==> config.mk <==
export PLATFORM = sky130hd
export DESIGN_NAME = env_measure_mc
export DESIGN_NICKNAME = d
export VERILOG_FILES = /design/src/rtl/env_measure_pkg.sv /design/src/rtl/env_measure_slice.sv /design/src/rtl/env_measure_mc.sv
export SDC_FILE = /design/constraint.sdc
export NUM_CORES = 1
export LEC_CHECK = 0
export CAP_MARGIN = 25
export CORE_ASPECT_RATIO = 1.75
export CORE_UTILIZATION = 57
export DETAILED_ROUTE_END_ITERATION = 6
export PLACE_DENSITY_LB_ADDON = 0.15
export SLEW_MARGIN = 20
export SYNTH_ARGS = -nofsm -noshare
export SYNTH_HDL_FRONTEND = slang
export SYNTH_HIERARCHICAL = 1
export SYNTH_SLANG_ARGS = --single-unit
==> constraint.sdc <==
create_clock -name pclk -period 3.6 [get_ports pclk]
set_input_delay 0.72 -clock pclk [delete_from_list [all_inputs] [get_ports pclk]]
set_output_delay 0.72 -clock pclk [all_outputs]
set_load 0.005 [all_outputs]
==> src/rtl/env_measure_pkg.sv <==
// env_measure_pkg: shared alarm state type, default parameters and clamp helper
package env_measure_pkg;
  typedef enum logic [1:0] {ALM_OK, ALM_HIGH, ALM_LOW} alarm_state_t;
  localparam int DEF_NUM_CH = 2;
  localparam int DEF_DW = 8;
  localparam int DEF_STEP_W = 4;
  localparam int DEF_RST_VAL = 50;
  localparam int DEF_MIN_VAL = 0;
  localparam int DEF_MAX_VAL = 100;
  localparam int DEF_HYST = 3;
  function automatic logic [31:0] clamp(input logic [31:0] v, input logic [31:0] lo, input logic [31:0] hi);
    return v < lo ? lo : v > hi ? hi : v;
  endfunction
endpackage

==> src/rtl/env_measure_slice.sv <==
// env_measure_slice: one channel value register with saturating step/load and hysteretic alarm FSM
module env_measure_slice
  import env_measure_pkg::*;
#(
  parameter int DW = DEF_DW,
  parameter int STEP_W = DEF_STEP_W,
  parameter int RST_VAL = DEF_RST_VAL,
  parameter int MIN_VAL = DEF_MIN_VAL,
  parameter int MAX_VAL = DEF_MAX_VAL,
  parameter int HYST = DEF_HYST
) (
  input  logic              pclk,
  input  logic              presetn,
  input  logic              inc_en,
  input  logic              dec_en,
  input  logic [STEP_W-1:0] step,
  input  logic              load_en,
  input  logic [DW-1:0]     load_val,
  input  logic [DW-1:0]     thr_hi,
  input  logic [DW-1:0]     thr_lo,
  output logic [DW-1:0]     val,
  output logic              sat_hi,
  output logic              sat_lo,
  output logic              alarm_hi,
  output logic              alarm_lo,
  output logic              alarm_evt
);
  localparam logic [DW-1:0] MIN_V = DW'(MIN_VAL);
  localparam logic [DW-1:0] MAX_V = DW'(MAX_VAL);
  localparam logic [DW-1:0] RST_V = DW'(RST_VAL);
  localparam logic [DW-1:0] HYST_V = DW'(HYST);
  alarm_state_t state, state_nxt;
  logic [DW-1:0] val_nxt, rel_hi, rel_lo;
  logic [DW:0] sum, diff, lo_sum;
  always_comb begin
    sum = {1'b0, val} + (DW+1)'(step);
    diff = {1'b0, val} - (DW+1)'(step);
    val_nxt = load_en ? DW'(clamp(32'(load_val), 32'(MIN_VAL), 32'(MAX_VAL)))
            : (inc_en && dec_en) ? val
            : inc_en ? DW'(clamp(32'(sum), 32'(MIN_VAL), 32'(MAX_VAL)))
            : dec_en ? (diff[DW] ? MIN_V : DW'(clamp(32'(diff), 32'(MIN_VAL), 32'(MAX_VAL))))
            : val;
  end
  always_comb begin
    lo_sum = {1'b0, thr_lo} + {1'b0, HYST_V};
    rel_hi = thr_hi < HYST_V ? '0 : thr_hi - HYST_V;
    rel_lo = lo_sum[DW] ? '1 : lo_sum[DW-1:0];
    state_nxt = state == ALM_OK ? (val > thr_hi ? ALM_HIGH : val < thr_lo ? ALM_LOW : ALM_OK)
              : state == ALM_HIGH ? (val < thr_lo ? ALM_LOW : val <= rel_hi ? ALM_OK : ALM_HIGH)
              : (val > thr_hi ? ALM_HIGH : val >= rel_lo ? ALM_OK : ALM_LOW);
  end
  always_ff @(posedge pclk or negedge presetn)
    if (!presetn) begin
      val <= RST_V;
      state <= ALM_OK;
      alarm_evt <= 1'b0;
    end else begin
      val <= val_nxt;
      state <= state_nxt;
      alarm_evt <= state_nxt != state;
    end
  assign sat_hi = val == MAX_V;
  assign sat_lo = val == MIN_V;
  assign alarm_hi = state == ALM_HIGH;
  assign alarm_lo = state == ALM_LOW;
endmodule

==> src/rtl/env_measure_mc.sv <==
// env_measure_mc: multi-channel environmental value tracker with per-channel threshold alarms
module env_measure_mc
  import env_measure_pkg::*;
#(
  parameter int NUM_CH = DEF_NUM_CH,
  parameter int DW = DEF_DW,
  parameter int STEP_W = DEF_STEP_W,
  parameter int RST_VAL = DEF_RST_VAL,
  parameter int MIN_VAL = DEF_MIN_VAL,
  parameter int MAX_VAL = DEF_MAX_VAL,
  parameter int HYST = DEF_HYST
) (
  input  logic                 pclk,
  input  logic                 presetn,
  input  logic [NUM_CH-1:0]    inc_en,
  input  logic [NUM_CH-1:0]    dec_en,
  input  logic [STEP_W-1:0]    step,
  input  logic [NUM_CH-1:0]    load_en,
  input  logic [NUM_CH*DW-1:0] load_val,
  input  logic [DW-1:0]        thr_hi,
  input  logic [DW-1:0]        thr_lo,
  output logic [NUM_CH*DW-1:0] real_time_val,
  output logic [NUM_CH-1:0]    sat_hi,
  output logic [NUM_CH-1:0]    sat_lo,
  output logic [NUM_CH-1:0]    alarm_hi,
  output logic [NUM_CH-1:0]    alarm_lo,
  output logic [NUM_CH-1:0]    alarm_evt
);
  for (genvar i = 0; i < NUM_CH; i++) begin : g_ch
    env_measure_slice #(
      .DW(DW), .STEP_W(STEP_W), .RST_VAL(RST_VAL),
      .MIN_VAL(MIN_VAL), .MAX_VAL(MAX_VAL), .HYST(HYST)
    ) u_slice (
      .pclk(pclk),
      .presetn(presetn),
      .inc_en(inc_en[i]),
      .dec_en(dec_en[i]),
      .step(step),
      .load_en(load_en[i]),
      .load_val(load_val[i*DW +: DW]),
      .thr_hi(thr_hi),
      .thr_lo(thr_lo),
      .val(real_time_val[i*DW +: DW]),
      .sat_hi(sat_hi[i]),
      .sat_lo(sat_lo[i]),
      .alarm_hi(alarm_hi[i]),
      .alarm_lo(alarm_lo[i]),
      .alarm_evt(alarm_evt[i])
    );
  end
endmodule

* Word level (Yosys, flattened, before mapping)
Cells that the tools add are included.
Storage, ports and cells: output and inout port bits 26, logic and storage cells 81, flip-flop bits (word level) 22
Operators by class: reductions and logical operators 10, equality and inequality tests 10, $add $sub $neg 6, mux-type cells 34, magnitude comparators 15
Operators by type and width (number):
- $mux 8 | 18
- $gt 9x7->1 const B | 4
- $mux 2 | 14
- $add 8x4->9 | 2
- $sub 8x4->9 | 2
- $eq 8x7->1 const B | 2
- $ge 8x8->1 | 2
- $gt 8x7->1 const B | 2
- $gt 8x8->1 | 2
- $le 8x8->1 | 2
- $logic_not 8->1 | 2
- $lt 8x8->1 | 2
- $add 8x2->9 const B | 1
- $lt 8x2->1 const B | 1
- $sub 8x2->8 const B | 1
- $reduce_bool 3->1 | 2
- $eq 2x1->1 const B | 2
- $eq 2x2->1 const B | 2
- $logic_not 2->1 | 2
- $ne 2x2->1 | 2
- $ne 2x2->1 const B | 2
- $reduce_and 2->1 | 2
- $logic_and 1x1->1 | 2
- $mux 1 | 2

* Longest topological paths before layout
Gate-level depths: netlist of run 1.
depth after elaboration 8, mapped depth 15, depth with buffers taken out 15

* Hierarchy
The synthesis of run 1 kept the hierarchy.
Modules (own cells, without submodules):
- env_measure_slice (g_ch[0].u_slice) | cells an instance 315, area each 2457.4 µm², times used 1
- env_measure_slice (g_ch[1].u_slice) | cells an instance 321, area each 2439.8 µm², times used 1

* Least setup slack after synthesis of run 1
No wires, ideal clock.
path kind input-to-reg, from input thr_lo[2], to register g_ch[1].u_slice.alarm_evt, path slack 0.435 ns, buffers on the path 0, data required time 3.459 ns, setup time 0.141 ns, arrival 3.024 ns, stages on the path 13, path through inv_1 -> nor3_1 -> and3_1 -> nor3b_1 -> nand2b_1 -> ha_1 -> nand2b_1 -> a21oi_1 -> nor2b_1 -> o21ai_0 -> a21oi_1 -> a2111oi_0 -> o21ai_1
On the way: cells in the longest elaborated chain, start to end 8, elaborated cells on any way between the ends 12
RTL lines:
- from (decl) | line env_measure_mc.sv:21 | input logic [DW-1:0] thr_lo,
- $add 8x2->9 | line env_measure_slice.sv:45 | lo_sum = {1'b0, thr_lo} + {1'b0, HYST_V};
- $mux 8 | line env_measure_slice.sv:47 | rel_lo = lo_sum[DW] ? '1 : lo_sum[DW-1:0];
- $ge 8x8->1 | line env_measure_slice.sv:50 | : (val > thr_hi ? ALM_HIGH : val >= rel_lo ? ALM_OK : ALM_LOW);
- $mux 2 (2 in series) | line env_measure_slice.sv:50
- $mux 2 | line env_measure_slice.sv:49 | : state == ALM_HIGH ? (val < thr_lo ? ALM_LOW : val <= rel_hi ? ALM_OK : ALM_HIGH)
- $mux 2 * | line env_measure_slice.sv:48 | state_nxt = state == ALM_OK ? (val > thr_hi ? ALM_HIGH : val < thr_lo ? ALM_LOW : ALM_OK)
- $ne 2x2->1 * | line env_measure_slice.sv:60 | alarm_evt <= state_nxt != state;
- to (signal assigned) | line env_measure_slice.sv:60
- to (decl) | line env_measure_slice.sv:26 | output logic alarm_evt
Every way passes the cells marked *; elsewhere a longest branch is shown, timed or not. A chain may end at the register's enable or synchronous reset.

* Worst setup path in the final report of run 1
from input step[0], to register g_ch[0].u_slice.val[6]
On the way: cells in the longest elaborated chain, start to end 8, elaborated cells on any way between the ends 11
RTL lines:
- from (decl) | line env_measure_mc.sv:17 | input logic [STEP_W-1:0] step,
- $sub 8x4->9 | line env_measure_slice.sv:37 | diff = {1'b0, val} - (DW+1)'(step);
- $gt 9x7->1 | line env_measure_pkg.sv:12 | return v < lo ? lo : v > hi ? hi : v;
- $mux 8 | line env_measure_pkg.sv:12
- $mux 8 (2 in series) | line env_measure_slice.sv:41 | : dec_en ? (diff[DW] ? MIN_V : DW'(clamp(32'(diff), 32'(MIN_VAL), 32'(MAX_VAL))))
- $mux 8 * | line env_measure_slice.sv:40 | : inc_en ? DW'(clamp(32'(sum), 32'(MIN_VAL), 32'(MAX_VAL)))
- $mux 8 * | line env_measure_slice.sv:39 | : (inc_en && dec_en) ? val
- $mux 8 * | line env_measure_slice.sv:38 | val_nxt = load_en ? DW'(clamp(32'(load_val), 32'(MIN_VAL), 32'(MAX_VAL)))
- to (signal assigned) | line env_measure_slice.sv:58 | val <= val_nxt;
- to (decl) | line env_measure_slice.sv:21 | output logic [DW-1:0] val,
Every way passes the cells marked *; elsewhere a longest branch is shown, timed or not. The select of a mux whose other input is x is not followed.

==> flow_metrics.env, run 1 <==
export IMPL_drive_gt1_share_pct=12.31
export IMPL_avgRoutedWirePerCell_um=18.05
export IMPL_grt_ovfl_total=0
export IMPL_slowest_stage="clkdlybuf4s50_1"
export IMPL_fin_worst_skew_ps=1.813
export IMPL_io_pins=70
export IMPL_p_int_mw=1.471
export IMPL_insertedDiodeCount=0
export IMPL_antenna_found_initial=0
export IMPL_pwr_density_cell_mw_per_mm2=459.8
export IMPL_cts_resized=0
export IMPL_finalHoldViolCount=0
export IMPL_ys_flop_type="dfrtp_1"
export IMPL_yosys_warnings=6
export IMPL_multi_input_area_mm2=0.004038
export IMPL_crit_chain="clkdlybuf4s50_1 > buf_4 > ha_1 > inv_1 > fa_1 > buf_4 > o21bai_1 > a21oi_1 > nand2_1 > mux2_1 > o31a_1 > o32ai_1 > o21ai_1"
export IMPL_start_util_pct=58.91
export IMPL_outcome="complete, no violations"
export IMPL_dp_hpwl_mm=12.23
export IMPL_routed_via_count=5428
export IMPL_irDropWorstVdd_mv=0.3225
export IMPL_cp_required_ps=3750
export IMPL_wl_mm=15.42
export IMPL_cp_top_family="compound AO/OA/AOI/OAI gates"
export IMPL_maxCapViolations=0
export IMPL_synth_cell_area_mm2=0.004897
export IMPL_critPathKind="in -> reg"
export IMPL_syn_instance_count=636
export IMPL_rsz0062_at_grt="false"
export IMPL_synth_nets=766
export IMPL_clkLatencyLatePin_ps=260
export IMPL_rows=44
export IMPL_drt_pass1_iter_count=5
export IMPL_cts_setup_buffers=0
export IMPL_die_area_mm2=0.008980
export IMPL_p_sw_share_pct=47.70
export IMPL_fin_tns_setup_ps=0
export IMPL_seqPwrFrac_pct=17.8
export IMPL_max_slew_margin_pct=50.63
export IMPL_mostFrequentLayoutCells="82 x ha_1, 68 x clkdlybuf4s50_1, 54 x inv_1"
export IMPL_timing_final_ws_setup_ps=190.1
export IMPL_pwr_share_comb_pct=72.2
export IMPL_final_nets=870
export IMPL_final_max_slew_viol_count=0
export IMPL_finalSetupViolCount=0
export IMPL_cp_buffers_inverters=4
export IMPL_min_period_ps=3410
export IMPL_ys_ff_latch=22
export IMPL_crit_path_max_incr_delay_ps=460
export IMPL_async_reset_ff_share_pct=100.0
export IMPL_hold_class="reg -> reg"
export IMPL_p_clk_share_pct=9.9
export IMPL_cts_made_buffers=3
export IMPL_crit_arrival_ps=3560
export IMPL_coreArea_mm2=0.008313
export IMPL_drc=0
export IMPL_ff_latch_area_um2=558.0
export IMPL_grt_pass1_vias=5693
export IMPL_fill_cells=707
export IMPL_gp_congestion=1.001
export IMPL_critPathMaxFanout=3
export IMPL_viasPerCell=6.356
export IMPL_antenna_left=0
export IMPL_synth_seq_area_share_pct=11.39
export IMPL_htree_levels=1
export IMPL_p_leak_nw=2.814
export IMPL_fin_area_mm2=0.006118
export IMPL_fp_dieW_um=72.07
export IMPL_port_buffers=69
export IMPL_cts_tree="yes"
export IMPL_worstMarginPinSlew_ps=740.6
export IMPL_p_switching_mw=1.342
export IMPL_path_clk_slew_ps=70
export IMPL_synth_edff_count=0
export IMPL_fmax_mhz=293.3
export IMPL_finalCritPeriodShare_pct=94.72
export IMPL_grt_max_degree=24
export IMPL_place_ws_ps=-268.3
export IMPL_die_h_um=124.6
export IMPL_grt_use_total_pct=34.66
export IMPL_final_common_cell="ha_1"
export IMPL_grt_first_pass_wirelength_mm=25.00
export IMPL_placed_area_mm2=0.006012
export IMPL_syn_area_per_cell_um2=7.700
export IMPL_cts_root_buffer="clkbuf_16"
export IMPL_crit_path_end_kind="register"
export IMPL_clock_path_buffers=2
export IMPL_hold_buffers=0
export IMPL_path_common_cell="buf_4"
export IMPL_yosysUniqueCellTypes=79
export IMPL_dr_first_iter_drc_count=261
export IMPL_area_delta_synth_final_pct=24.94
export IMPL_timing_critical_path_from_type="primary input"
export IMPL_clock_sinks=22
[cell usage after synthesis, types with 7 or more instances]
cell type	number	area, um2
dfrtp_1	16	400.4
nand3_1	12	60.06
nor2b_1	14	87.58
o21ai_0	29	145.1
nor2_1	51	191.4
nand3b_1	7	52.55
or3_1	8	50.05
nand4_1	11	68.82
o211ai_1	7	52.55
clkbuf_1	13	48.80
nand2b_1	17	106.4
a21oi_1	43	215.2
o21a_1	9	67.56
xor2_1	9	78.83
and3_1	7	43.79
a21o_1	18	135.1
xnor2_1	26	227.7
ha_1	82	1026
inv_1	54	202.7
a221oi_1	7	61.31
nand2_1	35	131.4
nor3_1	21	105.1
[tightest hold or removal path, cell delays in order, from the launching register on]
cell,delay [ps]
dfrtp_1,370
nor2_1,60
o21ai_1,110
[through the flow]
stage	power [mW]	utilization, %	hold slack, ps	instances
after floorplan	1.783	-	424.4	636
after global placement	2.406	72.19	527.5	849
after detailed placement	2.474	72.32	564.2	850
after CTS	2.769	73.39	571.6	854
after global routing	3.033	73.60	605.7	854
final	2.813	73.60	573.2	854
[per-layer routing]
layer	vias to the layer above	wire length [um]	global-route usage, %
li1	2553	-	-
met1	2498	5423	32.98
met2	279	8136	64.38
met3	98	869	4.450
met4	0	989	25.72
met5	-	0	0
[flip-flops by register name, indices dropped and copies added (netlist names)]
signal,cells
g_ch.u_slice/val,16
g_ch.u_slice/state,4
g_ch.u_slice/alarm_evt,2
[worst paths after layout]
path	start	slack [ps]	endpoint	depth (start not counted)
setup / recovery	step[0]	190	g_ch[0].u_slice/val[6]	13
hold / removal	g_ch[1].u_slice/state[1]	570	g_ch[1].u_slice/alarm_evt	2
setup reg to reg	g_ch[1].u_slice/val[0]	520	g_ch[1].u_slice/val[3]	11
max in group asynchronous	presetn	2070	g_ch[1].u_slice/val[4]	2
min in group asynchronous	presetn	890	g_ch[0].u_slice/alarm_evt	1
hold reg to reg	g_ch[1].u_slice/state[1]	570	g_ch[1].u_slice/alarm_evt	2
[cell families (layout without fill, tap and decap cells)]
| kind of cell | after synthesis | in the layout | share of synthesized area [%] |
|---|---|---|---|
| and+or+nand+nor | 218 | 218 | 24.12 |
| AOI/OAI and AO/OA | 192 | 192 | 27.93 |
| adders and majority gates | 86 | 86 | 22.59 |
| buffers and inverters | 77 | 180 | 6.464 |
| xor gates and xnor gates | 35 | 35 | 6.260 |
| DFF | 22 | 22 | 11.39 |
| muxes | 6 | 6 | 1.252 |
[layout make-up]
cell class / count / share of cell area [%]
sequential: 22 / 9.121
inverter: 56 / 3.436
tap: 115 / 2.352
timing repair buffer: 120 / 17.65
multi-input combinational: 537 / 65.99
clock buffer: 4 / 1.452
[power by group through the flow]
| stage | clock network [mW] | logic [mW] | registers [mW] |
|---|---|---|---|
| 6_report | 0.279 | 2.03 | 0.502 |
| 5_1_grt | 0.287 | 2.24 | 0.511 |
| 4_1_cts | 0.281 | 1.99 | 0.495 |
| 3_5_place_dp | 0 | 1.97 | 0.500 |
| 3_3_place_gp | 0 | 1.91 | 0.495 |
| 2_1_floorplan | 0 | 1.36 | 0.424 |
Note: power is estimated with default switching activity, not from simulation.
==> run 2, diff against run 1 <==
==> constraint.sdc (replaced) <==
create_clock -name pclk -period 3.47 [get_ports pclk]
set_input_delay 0.694 -clock pclk [delete_from_list [all_inputs] [get_ports pclk]]
set_output_delay 0.694 -clock pclk [all_outputs]
set_load 0.005 [all_outputs]
==> run 2 against run 1 <==
  * Clock power fell by 5%
  * Via count increased by 0.41%
  * Largest power group unchanged
  * Critical endpoint is now g_ch[0].u_slice/val[0]
  * Design area grew 3.4%
==> flow_metrics.env, run 2 (synthesis gave the netlist of run 1 again) <==
export IMPL_r2r_start="g_ch[0].u_slice/val[1]"
export IMPL_final_nets=897
export IMPL_die_h_um=124.6
export IMPL_wl_mm=15.22
export IMPL_cts_root_buffer="clkbuf_16"
export IMPL_htree_levels=1
export IMPL_worstMarginPinSlew_ps=746.0
export IMPL_io_pins=70
export IMPL_finalCritPeriodShare_pct=98.09
export IMPL_min_period_ps=3404
export IMPL_antenna_found_initial=0
export IMPL_drt_pass1_iter_count=5
export IMPL_antenna_left=0
export IMPL_largest_reg_flops=16
export IMPL_grt_max_degree=23
export IMPL_crit_path_end_kind="register"
export IMPL_multi_input_area_mm2=0.004060
export IMPL_cp_required_ps=3600
export IMPL_reg_largest_list="g_ch.u_slice/val: 16 flops, g_ch.u_slice/state: 4 flops, g_ch.u_slice/alarm_evt: 2 flops"
export IMPL_cts_made_buffers=3
export IMPL_avgRoutedWirePerCell_um=17.27
export IMPL_dp_cells=875
export IMPL_grt_first_pass_wirelength_mm=24.65
export IMPL_timing_critical_path_from_type="primary input"
export IMPL_pwr_share_comb_pct=73.8
export IMPL_r2r_slack_ps=450
export IMPL_port_buffers=69
export IMPL_registers_top_by_ff_count="g_ch.u_slice/val"
export IMPL_holdPathEnd="g_ch[1].u_slice/alarm_evt"
export IMPL_slowest_stage="clkdlybuf4s50_1"
export IMPL_final_max_slew_viol_count=0
export IMPL_crit_arrival_ps=3530
export IMPL_critPathKind="in -> reg"
export IMPL_viasPerCell=6.186
export IMPL_routed_via_count=5450
export IMPL_p_int_mw=1.614
export IMPL_drc=0
export IMPL_die_area_mm2=0.008980
export IMPL_critPathMaxFanout=4
export IMPL_max_slew_margin_pct=50.27
export IMPL_mostFrequentLayoutCells="82 x ha_1, 78 x buf_4, 69 x clkdlybuf4s50_1"
export IMPL_fin_worst_skew_ps=1.070
export IMPL_hold_class="reg -> reg"
export IMPL_fin_util_pct=76.11
export IMPL_p_clk_share_pct=8.7
export IMPL_crit_path_max_incr_delay_ps=500
export IMPL_seqPwrFrac_pct=17.4
export IMPL_clock_path_buffers=2
export IMPL_drive_gt1_share_pct=15.80
export IMPL_rsz0062_at_grt="false"
export IMPL_power_mw=3.035
export IMPL_placed_area_mm2=0.006196
export IMPL_fin_tns_setup_ps=0
export IMPL_finalSetupViolCount=0
export IMPL_hold_depth=2
export IMPL_ff_latch_area_um2=558.0
export IMPL_fp_dieW_um=72.07
export IMPL_pwr_density_cell_mw_per_mm2=479.7
export IMPL_ff2ff_path_depth=9
export IMPL_fmax_mhz=293.8
export IMPL_timing_rr_end="g_ch[0].u_slice/val[0]"
export IMPL_dr_first_iter_drc_count=337
export IMPL_irDropWorstVdd_mv=0.3289
export IMPL_grt_ovfl_total=0
export IMPL_grt_use_total_pct=34.10
export IMPL_outcome="complete, no violations"
export IMPL_final_common_cell="ha_1"
export IMPL_p_sw_share_pct=46.81
export IMPL_clock_sinks=22
export IMPL_clkLatencyLatePin_ps=260
export IMPL_coreArea_mm2=0.008313
export IMPL_fin_area_mm2=0.006327
export IMPL_area_delta_synth_final_pct=29.20
export IMPL_start_util_pct=58.91
export IMPL_finalHoldViolCount=0
export IMPL_rows=44
export IMPL_p_leak_nw=2.943
export IMPL_min_from="g_ch[1].u_slice/state[1]"
export IMPL_fill_cells=635
export IMPL_hold_buffers=0
export IMPL_post_layout_nonfiller_instances=881
export IMPL_p_switching_mw=1.421
export IMPL_path_clk_slew_ps=60
export IMPL_insertedDiodeCount=0
export IMPL_maxCapViolations=0
export IMPL_grt_pass1_vias=5577
export IMPL_cts_tree="yes"
export IMPL_dp_hpwl_mm=12.18
export IMPL_crit_chain="clkdlybuf4s50_1 > buf_4 > ha_1 > inv_1 > fa_1 > or3_4 > a311oi_2 > o211ai_1 > o221a_4 > o211a_1 > nor4_2 > o41ai_2"
export IMPL_gp_congestion=0.9436
[run 2: worst max-delay path by stage]
stage | startpoint | end | slack [ps] | cells past startpoint
floorplan | thr_lo[2] | g_ch[1].u_slice/alarm_evt | 330 | 13
global placement | step[0] | g_ch[1].u_slice/val[3] | -140 | 12
detailed placement | step[0] | g_ch[0].u_slice/val[0] | -210 | 12
CTS | step[0] | g_ch[1].u_slice/val[3] | 60 | 12
global route | step[0] | g_ch[1].u_slice/val[0] | 10 | 13
finish | step[0] | g_ch[0].u_slice/val[0] | 70 | 12
[run 2: worst max-delay path, delay by kind of cell]
| family | cells | cell delay (ps) |
|---|---|---|
| AO/OA/AOI/OAI | 5 | 970 |
| adder cells (fa/ha/maj) | 2 | 540 |
| buffers and inverters | 3 | 690 |
| AND/OR/NAND/NOR | 2 | 620 |
[run 2: area by class of cell]
cell class | count | share of cell area, %
timing repair buffer | 147 | 20.17
inverter | 56 | 3.322
sequential | 22 | 8.819
tap | 115 | 2.274
multi-input combinational | 537 | 64.17
clock buffer | 4 | 1.246
[run 2: timing repair]
item	in CTS	in global routing
endpoints found under the setup margin	0	6
gates resized for setup	0	9
setup buffers	0	2
[run 2: power groups by stage]
stage	clock network (mW)	logic (mW)	registers [mW]
after floorplan	0	1.41	0.440
after global placement	0	2.07	0.523
after detailed placement	0	2.15	0.527
after CTS	0.270	2.17	0.523
after global routing	0.273	2.45	0.538
final	0.265	2.24	0.529
[run 2: metrics by stage]
| step | hold slack, ps | setup WS (ps) |
|---|---|---|
| 5_1_grt | 631.6 | 10.88 |
| 2_1_floorplan | 398.4 | 330.8 |
| 3_5_place_dp | 562.1 | -210.7 |
| 6_report | 593.1 | 66.40 |
| 3_3_place_gp | 535.6 | -137.5 |
| 4_1_cts | 589.2 | 56.45 |
[run 2: metal layers]
metal / share of wire [%] / global-route usage (%)
met5: 0 / 0
met4: 4.4 / 16.72
met3: 4.4 / 3.803
met2: 54 / 66.14
met1: 37 / 33.99
==> run 3, diff against run 2 <==
--- a/config.mk
+++ b/config.mk
@@ -7,9 +7,9 @@
 export LEC_CHECK = 0
 export CAP_MARGIN = 25
 export CORE_ASPECT_RATIO = 1.75
-export CORE_UTILIZATION = 57
+export CORE_UTILIZATION = 60
 export DETAILED_ROUTE_END_ITERATION = 6
-export PLACE_DENSITY_LB_ADDON = 0.15
+export PLACE_DENSITY = 0.88
 export SLEW_MARGIN = 20
 export SYNTH_ARGS = -nofsm -noshare
 export SYNTH_HDL_FRONTEND = slang
==> constraint.sdc (replaced) <==
create_clock -name pclk -period 4.4 [get_ports pclk]
set_input_delay 0.88 -clock pclk [delete_from_list [all_inputs] [get_ports pclk]]
set_output_delay 0.88 -clock pclk [all_outputs]
set_load 0.005 [all_outputs]
==> run 3 against run 2 <==
  * Critical path depth is 2 higher
  * Register-to-register slack better by 720 ps
  * Combinational power is 33% lower
  * Hold slack worse by 24 ps
  * First-iteration DRC count is 18% higher
  * Total power is 27% lower
  * Die area is 4.9% lower
  * Clock skew is 2.4 ps higher
  * Design area is 9.2% lower
  * Flip-flop and latch count stayed put
  * Highest routed layer unchanged
==> flow_metrics.env, run 3 (synthesis gave the netlist of run 1 again) <==
export IMPL_hold_depth=2
export IMPL_final_max_slew_viol_count=0
export IMPL_path_clk_slew_ps=70
export IMPL_max_slew_margin_pct=53.49
export IMPL_cts_setup_buffers=0
export IMPL_start_util_pct=61.92
export IMPL_largest_reg_flops=16
export IMPL_gp_congestion=0.9366
export IMPL_grt_first_pass_wirelength_mm=23.63
export IMPL_port_buffers=69
export IMPL_grt_use_total_pct=33.93
export IMPL_coreArea_mm2=0.007909
export IMPL_whs_ps=569.0
export IMPL_cts_made_buffers=3
export IMPL_worstMarginPinSlew_ps=695.0
export IMPL_timing_final_ws_setup_ps=531.3
export IMPL_timing_rr_end="g_ch[0].u_slice/val[0]"
export IMPL_dr_first_iter_drc_count=398
export IMPL_finalCritPeriodShare_pct=87.93
export IMPL_p_leak_nw=2.589
export IMPL_post_layout_nonfiller_instances=783
export IMPL_final_nets=824
export IMPL_wl_mm=14.25
export IMPL_irDropWorstVdd_mv=0.2757
export IMPL_routed_via_count=5280
export IMPL_reg_largest_list="g_ch.u_slice/val: 16 flops, g_ch.u_slice/state: 4 flops, g_ch.u_slice/alarm_evt: 2 flops"
export IMPL_cts_tree="yes"
export IMPL_pwr_density_cell_mw_per_mm2=387.8
export IMPL_fin_worst_skew_ps=3.496
export IMPL_rsz0062_at_grt="false"
export IMPL_fin_tns_setup_ps=0
export IMPL_die_h_um=121.5
export IMPL_r2r_start="g_ch[0].u_slice/val[1]"
export IMPL_r2r_slack_ps=1170
export IMPL_avgRoutedWirePerCell_um=18.20
export IMPL_viasPerCell=6.743
export IMPL_fmax_mhz=258.5
export IMPL_htree_levels=1
export IMPL_min_period_ps=3869
export IMPL_finalSetupViolCount=0
export IMPL_cts_root_buffer="clkbuf_16"
export IMPL_rows=43
export IMPL_clock_sinks=22
export IMPL_power_mw=2.227
export IMPL_hold_class="reg -> reg"
export IMPL_crit_path_end_kind="register"
export IMPL_crit_path_end="g_ch[1].u_slice/alarm_evt"
export IMPL_critPathKind="in -> reg"
export IMPL_dp_cells=779
export IMPL_insertedDiodeCount=0
export IMPL_fp_dieW_um=70.30
export IMPL_ff2ff_path_depth=9
export IMPL_dp_hpwl_mm=11.07
export IMPL_place_ws_ps=330.4
export IMPL_clkLatencyLatePin_ps=270
export IMPL_registers_top_by_ff_count="g_ch.u_slice/val"
export IMPL_io_pins=70
export IMPL_grt_pass1_vias=5385
export IMPL_area_delta_synth_final_pct=17.30
export IMPL_final_common_cell="ha_1"
export IMPL_cp_required_ps=4540
export IMPL_clock_path_buffers=2
export IMPL_startpoint="thr_lo[2]"
export IMPL_critPathMaxFanout=8
export IMPL_die_area_mm2=0.008542
export IMPL_grt_max_degree=24
export IMPL_drt_pass1_iter_count=5
export IMPL_antenna_left=0
export IMPL_antenna_found_initial=0
export IMPL_cts_resized=0
export IMPL_hold_buffers=0
export IMPL_outcome="complete, no violations"
export IMPL_drc=0
export IMPL_crit_arrival_ps=4010
export IMPL_grt_ovfl_total=0
export IMPL_mostFrequentLayoutCells="82 x ha_1, 69 x clkdlybuf4s50_1, 54 x inv_1"
export IMPL_timing_critical_path_from_type="primary input"
export IMPL_finalHoldViolCount=0
export IMPL_maxCapViolations=0
export IMPL_drive_gt1_share_pct=6.061
==> run 3: worst max-delay path, stage by stage <==
cell and delay [ps]:
clkdlybuf4s50_1 640, inv_1 120, nor3_1 310, and3_1 220, nor3b_1 250, nand2b_1 170, ha_1 240, nand2b_1 150
a21oi_1 150, nor2b_1 60, o21ai_0 140, a21oi_1 80, a2111oi_0 470, o21ai_1 130
==> run 3: metal layers <==
layer	vias to the layer above	GRT usage, %	share of wire (%)
met5	-	0	0
met1	2439	34.85	36
met3	95	4.153	6.4
met4	0	23.00	6.5
li1	2461	-	-
met2	285	62.68	51
==> run 3: worst min-delay path by stage <==
stage / start / slack [ps] / end
2_1_floorplan: g_ch[1].u_slice/state[1] / 520 / g_ch[1].u_slice/alarm_evt
3_3_place_gp: g_ch[1].u_slice/state[1] / 530 / g_ch[1].u_slice/alarm_evt
3_5_place_dp: g_ch[1].u_slice/state[1] / 550 / g_ch[1].u_slice/alarm_evt
4_1_cts: g_ch[1].u_slice/state[1] / 570 / g_ch[1].u_slice/alarm_evt
5_1_grt: g_ch[1].u_slice/state[0] / 580 / g_ch[1].u_slice/alarm_evt
6_report: g_ch[1].u_slice/state[1] / 570 / g_ch[1].u_slice/alarm_evt
==> run 3: area by class of cell <==
type | count | area, um2
Timing Repair Buffer | 74 | 735.7
Fill cell | 632 | 2165
Clock buffer | 3 | 75.07
Tap cell | 90 | 112.6
Clock inverter | 1 | 30.03
Sequential cell | 22 | 558.0
Inverter | 56 | 210.2
Multi-Input combinational cell | 537 | 4023
==> run 3: per-stage QoR <==
step	cell area, um2	util (%)
2_1_floorplan	4897	-
3_3_place_gp	5624	71.11
3_5_place_dp	5639	71.30
4_1_cts	5744	72.63
5_1_grt	5744	72.63
6_report	5744	72.63
==> run 3: power breakdown <==
| group | switching [mW] | internal [mW] | total [mW] |
|---|---|---|---|
| clock network | 0.0870 | 0.181 | 0.268 |
| registers | 0.186 | 0.270 | 0.456 |
| logic | 0.792 | 0.711 | 1.50 |
| total | 1.07 | 1.16 | 2.23 |
